$ cat config.mk
export PLATFORM = sky130hd
export DESIGN_NAME = seven_seg_display_ctrl_flat
export DESIGN_NICKNAME = d
export VERILOG_FILES = /design/src/rtl/seven_seg_display_ctrl_if.sv /design/src/rtl/seven_seg_display_ctrl.sv /design/src/flat_wrapper.sv
export SDC_FILE = /design/constraint.sdc
export NUM_CORES = 1
export LEC_CHECK = 0
export CAP_MARGIN = 20
export CELL_PAD_IN_SITES_DETAIL_PLACEMENT = 1
export CELL_PAD_IN_SITES_GLOBAL_PLACEMENT = 1
export CORE_MARGIN = 2
export CORE_UTILIZATION = 37
export CTS_CLUSTER_SIZE = 10
export DETAILED_ROUTE_END_ITERATION = 16
export PLACE_DENSITY_LB_ADDON = 0.1
export SYNTH_ARGS = -nofsm -noshare
export SYNTH_HDL_FRONTEND = slang
export SYNTH_SLANG_ARGS = --single-unit
$ cat constraint.sdc
create_clock -name base_scan_clock -period 2.9 [get_ports base_scan_clock]
set_clock_uncertainty 0.05 [all_clocks]
set_input_delay 0.87 -clock base_scan_clock [delete_from_list [all_inputs] [get_ports base_scan_clock]]
set_output_delay 0.87 -clock base_scan_clock [all_outputs]
set_load 0.005 [all_outputs]
$ cat src/rtl/seven_seg_display_ctrl_if.sv
// Source-side bus of the seven-segment scan controller: both display sources,
// the source 1 req/gnt handshake and the per-digit blink / decimal-point masks.
interface seven_seg_display_ctrl_if;
  logic [15:0] src0_data;
  logic [15:0] src1_data;
  logic        src1_req;
  logic        src1_gnt;
  logic [3:0]  blink_mask;
  logic [3:0]  dp_mask;

  // clock/alarm datapath side
  modport master (
    output src0_data, src1_data, src1_req, blink_mask, dp_mask,
    input  src1_gnt
  );

  // display controller side
  modport slave (
    input  src0_data, src1_data, src1_req, blink_mask, dp_mask,
    output src1_gnt
  );
endinterface

$ cat src/rtl/seven_seg_display_ctrl.sv
// 4-digit multiplexed seven-segment scan controller and two-source arbiter.
// Each digit is driven for DWELL cycles, separated by BLANK all-off cycles.
// Ownership (source 0 default, source 1 by req/gnt) only changes at frame end,
// so a frame never mixes sources. Per-digit blink with a frame-based period.
// Optional: define LEADING_ZERO_BLANK_EN to blank leading zero digits 3..1.
module seven_seg_display_ctrl #(
  parameter int DWELL        = 250,
  parameter int BLANK        = 2,
  parameter int BLINK_FRAMES = 64
) (
  input  logic                          base_scan_clock,
  input  logic                          RESETn,
  seven_seg_display_ctrl_if.slave       bus,
  output logic [3:0]                    scan_out,
  output logic [6:0]                    seg_out,
  output logic                          dp_out
);

  localparam int CMAX = (DWELL > BLANK) ? DWELL : BLANK;
  localparam int CW   = (CMAX > 1) ? $clog2(CMAX) : 1;
  localparam logic [CW-1:0] DWELL_LAST  = CW'(DWELL - 1);
  localparam logic [CW-1:0] BLANK_LAST  = CW'(BLANK - 1);
  localparam logic [7:0]    FRAMES_LAST = 8'(BLINK_FRAMES - 1);

  typedef enum logic {ST_BLANK, ST_DRIVE} state_t;

  state_t        state_q, state_d;
  logic [CW-1:0] cnt_q, cnt_d;
  logic [1:0]    dig_q, dig_d;
  logic          owner_q, owner_d;
  logic [7:0]    frame_q, frame_d;
  logic          phase_q, phase_d;
  logic [3:0]    scan_d;
  logic [6:0]    seg_d;
  logic          dp_d;

  logic [15:0]   own_data;
  logic [3:0]    nib;
  logic          lz_blank;
  logic          blink_off;

  // hex digit to active-low segments, a..g at bits 0..6
  function automatic logic [6:0] hex2seg(input logic [3:0] h);
    case (h)
      4'h0: hex2seg = 7'b1000000;
      4'h1: hex2seg = 7'b1111001;
      4'h2: hex2seg = 7'b0100100;
      4'h3: hex2seg = 7'b0110000;
      4'h4: hex2seg = 7'b0011001;
      4'h5: hex2seg = 7'b0010010;
      4'h6: hex2seg = 7'b0000010;
      4'h7: hex2seg = 7'b1111000;
      4'h8: hex2seg = 7'b0000000;
      4'h9: hex2seg = 7'b0010000;
      4'hA: hex2seg = 7'b0001000;
      4'hB: hex2seg = 7'b0000011;
      4'hC: hex2seg = 7'b1000110;
      4'hD: hex2seg = 7'b0100001;
      4'hE: hex2seg = 7'b0000110;
      default: hex2seg = 7'b0001110;
    endcase
  endfunction

  // during BLANK, dig_q already points at the digit about to be driven
  assign own_data  = owner_q ? bus.src1_data : bus.src0_data;
  assign nib       = own_data[{dig_q, 2'b00} +: 4];
  assign blink_off = phase_q & bus.blink_mask[dig_q];
  assign bus.src1_gnt = owner_q;

`ifdef LEADING_ZERO_BLANK_EN
  // a digit is a leading zero when it and every higher digit are zero
  always_comb begin
    case (dig_q)
      2'd3:    lz_blank = (own_data[15:12] == 4'h0);
      2'd2:    lz_blank = (own_data[15:8]  == 8'h0);
      2'd1:    lz_blank = (own_data[15:4]  == 12'h0);
      default: lz_blank = 1'b0;
    endcase
  end
`else
  assign lz_blank = 1'b0;
`endif

  // scan sequencing, arbitration and blink timing; next values of registered outputs
  always_comb begin
    state_d = state_q;
    cnt_d   = cnt_q;
    dig_d   = dig_q;
    owner_d = owner_q;
    frame_d = frame_q;
    phase_d = phase_q;
    scan_d  = scan_out;
    seg_d   = seg_out;
    dp_d    = dp_out;
    case (state_q)
      ST_BLANK: begin
        if (cnt_q == BLANK_LAST) begin
          state_d = ST_DRIVE;
          cnt_d   = '0;
          scan_d  = ~(4'b0001 << dig_q);
          seg_d   = (blink_off || lz_blank) ? 7'h7F : hex2seg(nib);
          dp_d    = blink_off ? 1'b1 : ~bus.dp_mask[dig_q];
        end else begin
          cnt_d = cnt_q + 1'b1;
        end
      end
      default: begin
        if (cnt_q == DWELL_LAST) begin
          state_d = ST_BLANK;
          cnt_d   = '0;
          dig_d   = dig_q + 1'b1;
          scan_d  = 4'hF;
          seg_d   = 7'h7F;
          dp_d    = 1'b1;
          // frame end: last DRIVE cycle of digit 3
          if (dig_q == 2'd3) begin
            owner_d = bus.src1_req;
            if (frame_q == FRAMES_LAST) begin
              frame_d = '0;
              phase_d = ~phase_q;
            end else begin
              frame_d = frame_q + 1'b1;
            end
          end
        end else begin
          cnt_d = cnt_q + 1'b1;
        end
      end
    endcase
  end

  // state and output registers; reset blanks the display immediately
  always_ff @(posedge base_scan_clock or posedge RESETn) begin
    if (RESETn) begin
      state_q  <= ST_BLANK;
      cnt_q    <= '0;
      dig_q    <= 2'd0;
      owner_q  <= 1'b0;
      frame_q  <= '0;
      phase_q  <= 1'b0;
      scan_out <= 4'hF;
      seg_out  <= 7'h7F;
      dp_out   <= 1'b1;
    end else begin
      state_q  <= state_d;
      cnt_q    <= cnt_d;
      dig_q    <= dig_d;
      owner_q  <= owner_d;
      frame_q  <= frame_d;
      phase_q  <= phase_d;
      scan_out <= scan_d;
      seg_out  <= seg_d;
      dp_out   <= dp_d;
    end
  end

endmodule

$ cat src/flat_wrapper.sv
// flat-port wrapper written by rule: the top's interface ports become plain ports
module seven_seg_display_ctrl_flat 
#(
  parameter int DWELL        = 250,
  parameter int BLANK        = 2,
  parameter int BLINK_FRAMES = 64
)
  (base_scan_clock, RESETn, scan_out, seg_out, dp_out, bus_src0_data, bus_src1_data, bus_src1_req, bus_blink_mask, bus_dp_mask, bus_src1_gnt);
  seven_seg_display_ctrl_if bus_i ();
  input  logic base_scan_clock;
  input  logic RESETn;
  output logic [3:0] scan_out;
  output logic [6:0] seg_out;
  output logic dp_out;
  input wire logic [$bits(bus_i.src0_data)-1:0] bus_src0_data;
  input wire logic [$bits(bus_i.src1_data)-1:0] bus_src1_data;
  input wire logic [$bits(bus_i.src1_req)-1:0] bus_src1_req;
  input wire logic [$bits(bus_i.blink_mask)-1:0] bus_blink_mask;
  input wire logic [$bits(bus_i.dp_mask)-1:0] bus_dp_mask;
  output wire logic [$bits(bus_i.src1_gnt)-1:0] bus_src1_gnt;
  assign bus_i.src0_data = bus_src0_data;
  assign bus_i.src1_data = bus_src1_data;
  assign bus_i.src1_req = bus_src1_req;
  assign bus_i.blink_mask = bus_blink_mask;
  assign bus_i.dp_mask = bus_dp_mask;
  assign bus_src1_gnt = bus_i.src1_gnt;
  seven_seg_display_ctrl #(.DWELL(DWELL), .BLANK(BLANK), .BLINK_FRAMES(BLINK_FRAMES)) u_core (.base_scan_clock(base_scan_clock), .RESETn(RESETn), .bus(bus_i), .scan_out(scan_out), .seg_out(seg_out), .dp_out(dp_out));
endmodule
== Word-level counts from Yosys, hierarchy flattened ==
Memories as Yosys holds them, arrays and structs flattened.
Index checks and enable logic that the tools add are counted.
W data, S select, Z words.

* Bits in registers: 33
* ROM bits: 112
* Input port bits: 43
* Logic and storage cells: 53
* Memories: 1

{| class="wikitable"
|+ Memories
! memory !! words !! bits a word !! rd ports !! clocked after Yosys merged registers in !! wr ports !! line !! source
|-
| (no name shown) || 16 || 7 || 1 || 0 || 0 || seven_seg_display_ctrl.sv:44 || <nowiki>case (h)</nowiki>
|}

* Add/sub/neg operators: 3
* Order comparisons: 1
* Equal/unequal tests: 5
* Shift operators: 2
* Multiplexer cells: 23
* Bitwise logic cells: 4
* Reductions and logical operators: 5

{| class="wikitable"
|+ Operators with widths
! kind !! number
|-
| $mux W8 || 4
|-
| $mux W7 || 4
|-
| $add A8 B1 Y8 const B || 2
|-
| $mux W16 || 1
|-
| $shiftx A16 B5 Y4 || 1
|-
| $mux W4 || 3
|-
| $mux W1 || 9
|-
| $eq A8 B1 Y1 const B || 1
|-
| $eq A8 B6 Y1 const B || 1
|-
| $eq A8 B8 Y1 const B || 1
|-
| $bmux W1 S2 || 2
|-
| $not A4 Y4 || 1
|-
| $reduce_and A2 Y1 || 2
|-
| $reduce_and A4 Y1 || 1
|-
| $shl A1 B2 Y4 const A || 1
|-
| $lt A2 B3 Y1 const B || 1
|-
| $reduce_and A3 Y1 || 1
|-
| $add A2 B1 Y2 const B || 1
|-
| $eq A2 B2 Y1 const B || 1
|-
| $ne A2 B2 Y1 const B || 1
|-
| $not A1 Y1 || 2
|-
| $reduce_bool A2 Y1 || 1
|-
| $and A1 B1 Y1 || 1
|}

== Depth between registers and ports, before layout ==
* Word-level depth: 6
* Mapped depth: 9
* Mapped depth without buffers: 8

== Worst setup path after synthesis ==
No wires, ideal clock.

* Path kind: in2reg
* From: in bus_src1_data[1]
* To: reg u_core.seg_out[6]
* Library setup time: 0.091 ns
* Data arrival time: 2.502 ns
* Required time: 2.759 ns
* Slack: 0.257 ns
* Cell stages on the path: 7
* Path buffers: 0
* Cells stage by stage: mux4_1 > mux2i_1 > inv_1 > ha_1 > mux2_1 > a22oi_1 > a21oi_1

* Word-level cells in the longest chain between the ends: 6

{| class="wikitable"
|+ RTL lines
! what !! line !! source
|-
| start: declaration || flat_wrapper.sv:16 || <nowiki>input wire logic [$bits(bus_i.src1_data)-1:0] bus_src1_data;</nowiki>
|-
| $mux W16 || seven_seg_display_ctrl.sv:65 || <nowiki>assign own_data = owner_q ? bus.src1_data : bus.src0_data;</nowiki>
|-
| $shiftx A16 B5 Y4 || seven_seg_display_ctrl.sv:66 || <nowiki>assign nib = own_data[{dig_q, 2'b00} +: 4];</nowiki>
|-
| $mem_v2 Z16 W7 || -- ||
|-
| $mux W7 || seven_seg_display_ctrl.sv:101 || <nowiki>seg_d = (blink_off || lz_blank) ? 7'h7F : hex2seg(nib);</nowiki>
|-
| $mux W7 || seven_seg_display_ctrl.sv:97 || <nowiki>if (cnt_q == BLANK_LAST) begin</nowiki>
|-
| $mux W7 || seven_seg_display_ctrl.sv:95 || <nowiki>case (state_q)</nowiki>
|-
| end signal: assignment || seven_seg_display_ctrl.sv:152 || <nowiki>seg_out <= seg_d;</nowiki>
|-
| end: declaration || seven_seg_display_ctrl.sv:15 || <nowiki>output logic [6:0] seg_out,</nowiki>
|}

No other way between the ends. The select of a mux whose other input is x is not followed.
A chain may end at the register's enable or synchronous reset.

== Final worst setup path ==
Ends and elaborated chain as after synthesis.

==> results.cfg <==
[layout]
n_fill_cell = 609
final_cell_area_um2 = 2870
layout-drive-gt1-share_pct = 19.9
fin_cells = 328
nNetsFinal = 311
synthToLayoutAreaGrowth_pct = 38.5
diodes = 0

[logic_synthesis]
syn_nets = 242
synth_flop_cell = dfrtp_1
synth_edf_count = 0
mappedNetlistArea_um2 = 2070
yosysUniqueCellTypes = 40
ys_seq_elements = 33
ys_seq_area_share_pct = 40.5
synth_area_leaders = dfrtp_1 25%, dfstp_2 15%, mux4_2 9.8%
yosys.area.top_type = dfrtp_1
synthCells = 186
synthTopCellsByCount = 23 x nor2_1, 21 x dfrtp_1, 13 x ha_1
ys_warn_count = 0
synthArstFlopShare_pct = 100
yosysMostFrequentCell = nor2_1
synth_top_area_share_pct = 25.3
post_synth.cell_area_avg_um2 = 11.2

[sta]
setup_tns_ns = 0
fin_ws_ns = 0.174
slew_viol_final = 0
slew-limit-headroom_pct = 49.5
worst_slew_pin_slew_ns = 0.751
max_freq_mhz = 367
finalCriticalPeriod_ns = 2.73
hold_viol = 0
setup_viol = 0
grt_setup_unrepaired = no
finalCritPeriodShare_pct = 94.0

[setup_path]
cp_slowest_cell = mux4_1
cp-end-kind = register
path_max_fanout = 3
cpPeakStageDelay_ns = 0.48
r2r-end = u_core.seg_out[6]
path_cells = clkdlybuf4s50_1 > mux4_1 > mux2i_1 > inv_1 > ha_1 > mux2_1 > a22oi_1 > a21oi_1
rrSetupSlack_ns = 0.34
required_ns = 3.06
worst_ep_arrival_time_ns = 2.89
path_class = in2reg
reg2regPathDepth = 7
start_kind = primary input
reg2reg_from = u_core.bus.src1_gnt

[drt]
detail_route.wl_per_cell_um = 14.9
ant_nets = 0
vias = 1613
avgViaCountPerCell = 4.92
drc = 0
drt_iter0_markers = 38
drtPass1Iterations = 4
wl_mm = 4.88

[cts]
holdBufCountCts = 0
cts_setup_buffers = 0
cts_tree = yes
clk_latency_ns = 0.28
htreeDepth = 2
clock_path_buffers = 2
clock-sinks = 33
cts_buffers = 5
cts_resized = 0
clk_pin_slew_ns = 0.07
root_buffer = clkbuf_8

[floorplan]
die_h_um = 78.9
core_area_um2 = 5470
row_count = 27
pin_count = 56
die_w_um = 78.9
initial_core_util_pct = 37.9
fp.dieArea_um2 = 6220

[grt]
grt_pass1_vias = 1737
grt-ovfl-total = 0
grtUsageTotal_pct = 18.0
grt_antenna_before_repair = 0
grt_pass1_wl_mm = 8.54
grt_max_degree = 34

[placement]
dpl.cell_count = 320
dp_hpwl_mm = 3.93
place_ws_ns = -0.117
dpl_cell_area_um2 = 2770
gp_congestion = 0.761
port_buffers = 55

[worst_hold_path]
worstHoldPathType = reg2reg
holdPathEnd = u_core.frame_q[5]
hold_depth = 1
worstHoldStart = u_core.frame_q[5]

[flow_run]
cap_violations = 0

[power]
power_mw = 1.08
pwr_density_cell_nw_per_um2 = 376
vdd_drop_max_uv = 202
leakage_nw = 1.22

[status]
status = finished clean
## placed cells by master, fill, tap and decap left out, drive strengths merged, types with 3 or more instances in the layout
master / synthesis / routed
nand3: 10 / 10
clkbuf: 0 / 7
xnor2: 5 / 5
dfstp: 12 / 12
nand2b: 3 / 3
a31oi: 4 / 4
inv: 11 / 11
nor4: 4 / 4
nand2: 12 / 12
mux4: 10 / 10
nor3: 4 / 4
o21ai: 5 / 5
a21oi: 9 / 9
nor2: 23 / 23
buf: 6 / 13
mux2: 5 / 5
mux2i: 9 / 9
ha: 13 / 13
dfrtp: 21 / 21
xor2: 6 / 6
clkdlybuf4s50: 0 / 55
## worst max-delay path by stage
stage                                start                end  cells past startpoint
after global routing      bus_src1_data[1]  u_core.seg_out[6]                      8
after global placement    bus_src1_data[1]  u_core.seg_out[3]                      8
after detailed placement  bus_src1_data[1]  u_core.seg_out[6]                      8
final                     bus_src1_data[1]  u_core.seg_out[6]                      8
after floorplan           bus_src1_data[1]  u_core.seg_out[6]                      7
after CTS                 bus_src1_data[1]  u_core.seg_out[6]                      8
## critical path, delay by kind of cell
kind	cells	cell delay, ns
AOI/OAI and AO/OA	2	0.25
adders and majority gates	1	0.22
buffers and inverters	2	0.51
muxes	3	1.03
## power by group
| group | internal (mW) | switching (mW) |
|---|---|---|
| clock | 0.214 | 0.169 |
| sequential | 0.485 | 0.0101 |
| combinational | 0.133 | 0.0678 |
## area by class of cell
type                    count  area [um^2]  area share (%)
clock inverters             1         5.00           0.174
clock buffers               7         96.3            3.35
multi-input cells         136         1140            39.6
inverters                  11         41.3            1.44
repair buffers             68          661            23.0
flip-flops and latches     33          841            29.3
well taps                  72         90.1            3.14
## per-stage QoR
stage	utilization, %	hold WS, ns
4_1_cts	52.5	0.439
6_report	52.5	0.440
3_5_place_dp	50.6	0.424
2_1_floorplan	-	0.397
3_3_place_gp	50.6	0.428
5_1_grt	52.5	0.464
## metal layers
| layer | wire length (um) | track usage, % | vias to the layer above |
|---|---|---|---|
| li1 | - | - | 797 |
| met1 | 2050 | 21.9 | 773 |
| met2 | 2560 | 31.8 | 38 |
| met3 | 215 | 4.66 | 5 |
| met4 | 51 | 4.66 | 0 |
| met5 | 0 | 0 | - |
## state kept, by name, indices dropped and copies added (netlist names)
| name | count |
|---|---|
| u_core.cnt_q | 8 |
| u_core.frame_q | 8 |
| u_core.seg_out | 7 |
| u_core.scan_out | 4 |
| u_core.dig_q | 2 |
| u_core.bus.src1_gnt | 1 |
| u_core.dp_out | 1 |
| u_core.phase_q | 1 |
| u_core.state_q | 1 |
## cell families (layout without fill, tap and decap cells)
kind of cell,count (synthesis),count (layout),share of synthesized area [%]
mux,24,24,19.5
buf+inv,17,87,4.58
fa+ha+maj,13,13,7.84
simple gates,62,62,14.8
flops,33,33,40.5
xor+xnor,11,11,5.01
compound gates,26,26,7.72
(Power assumes the default switching activity.)
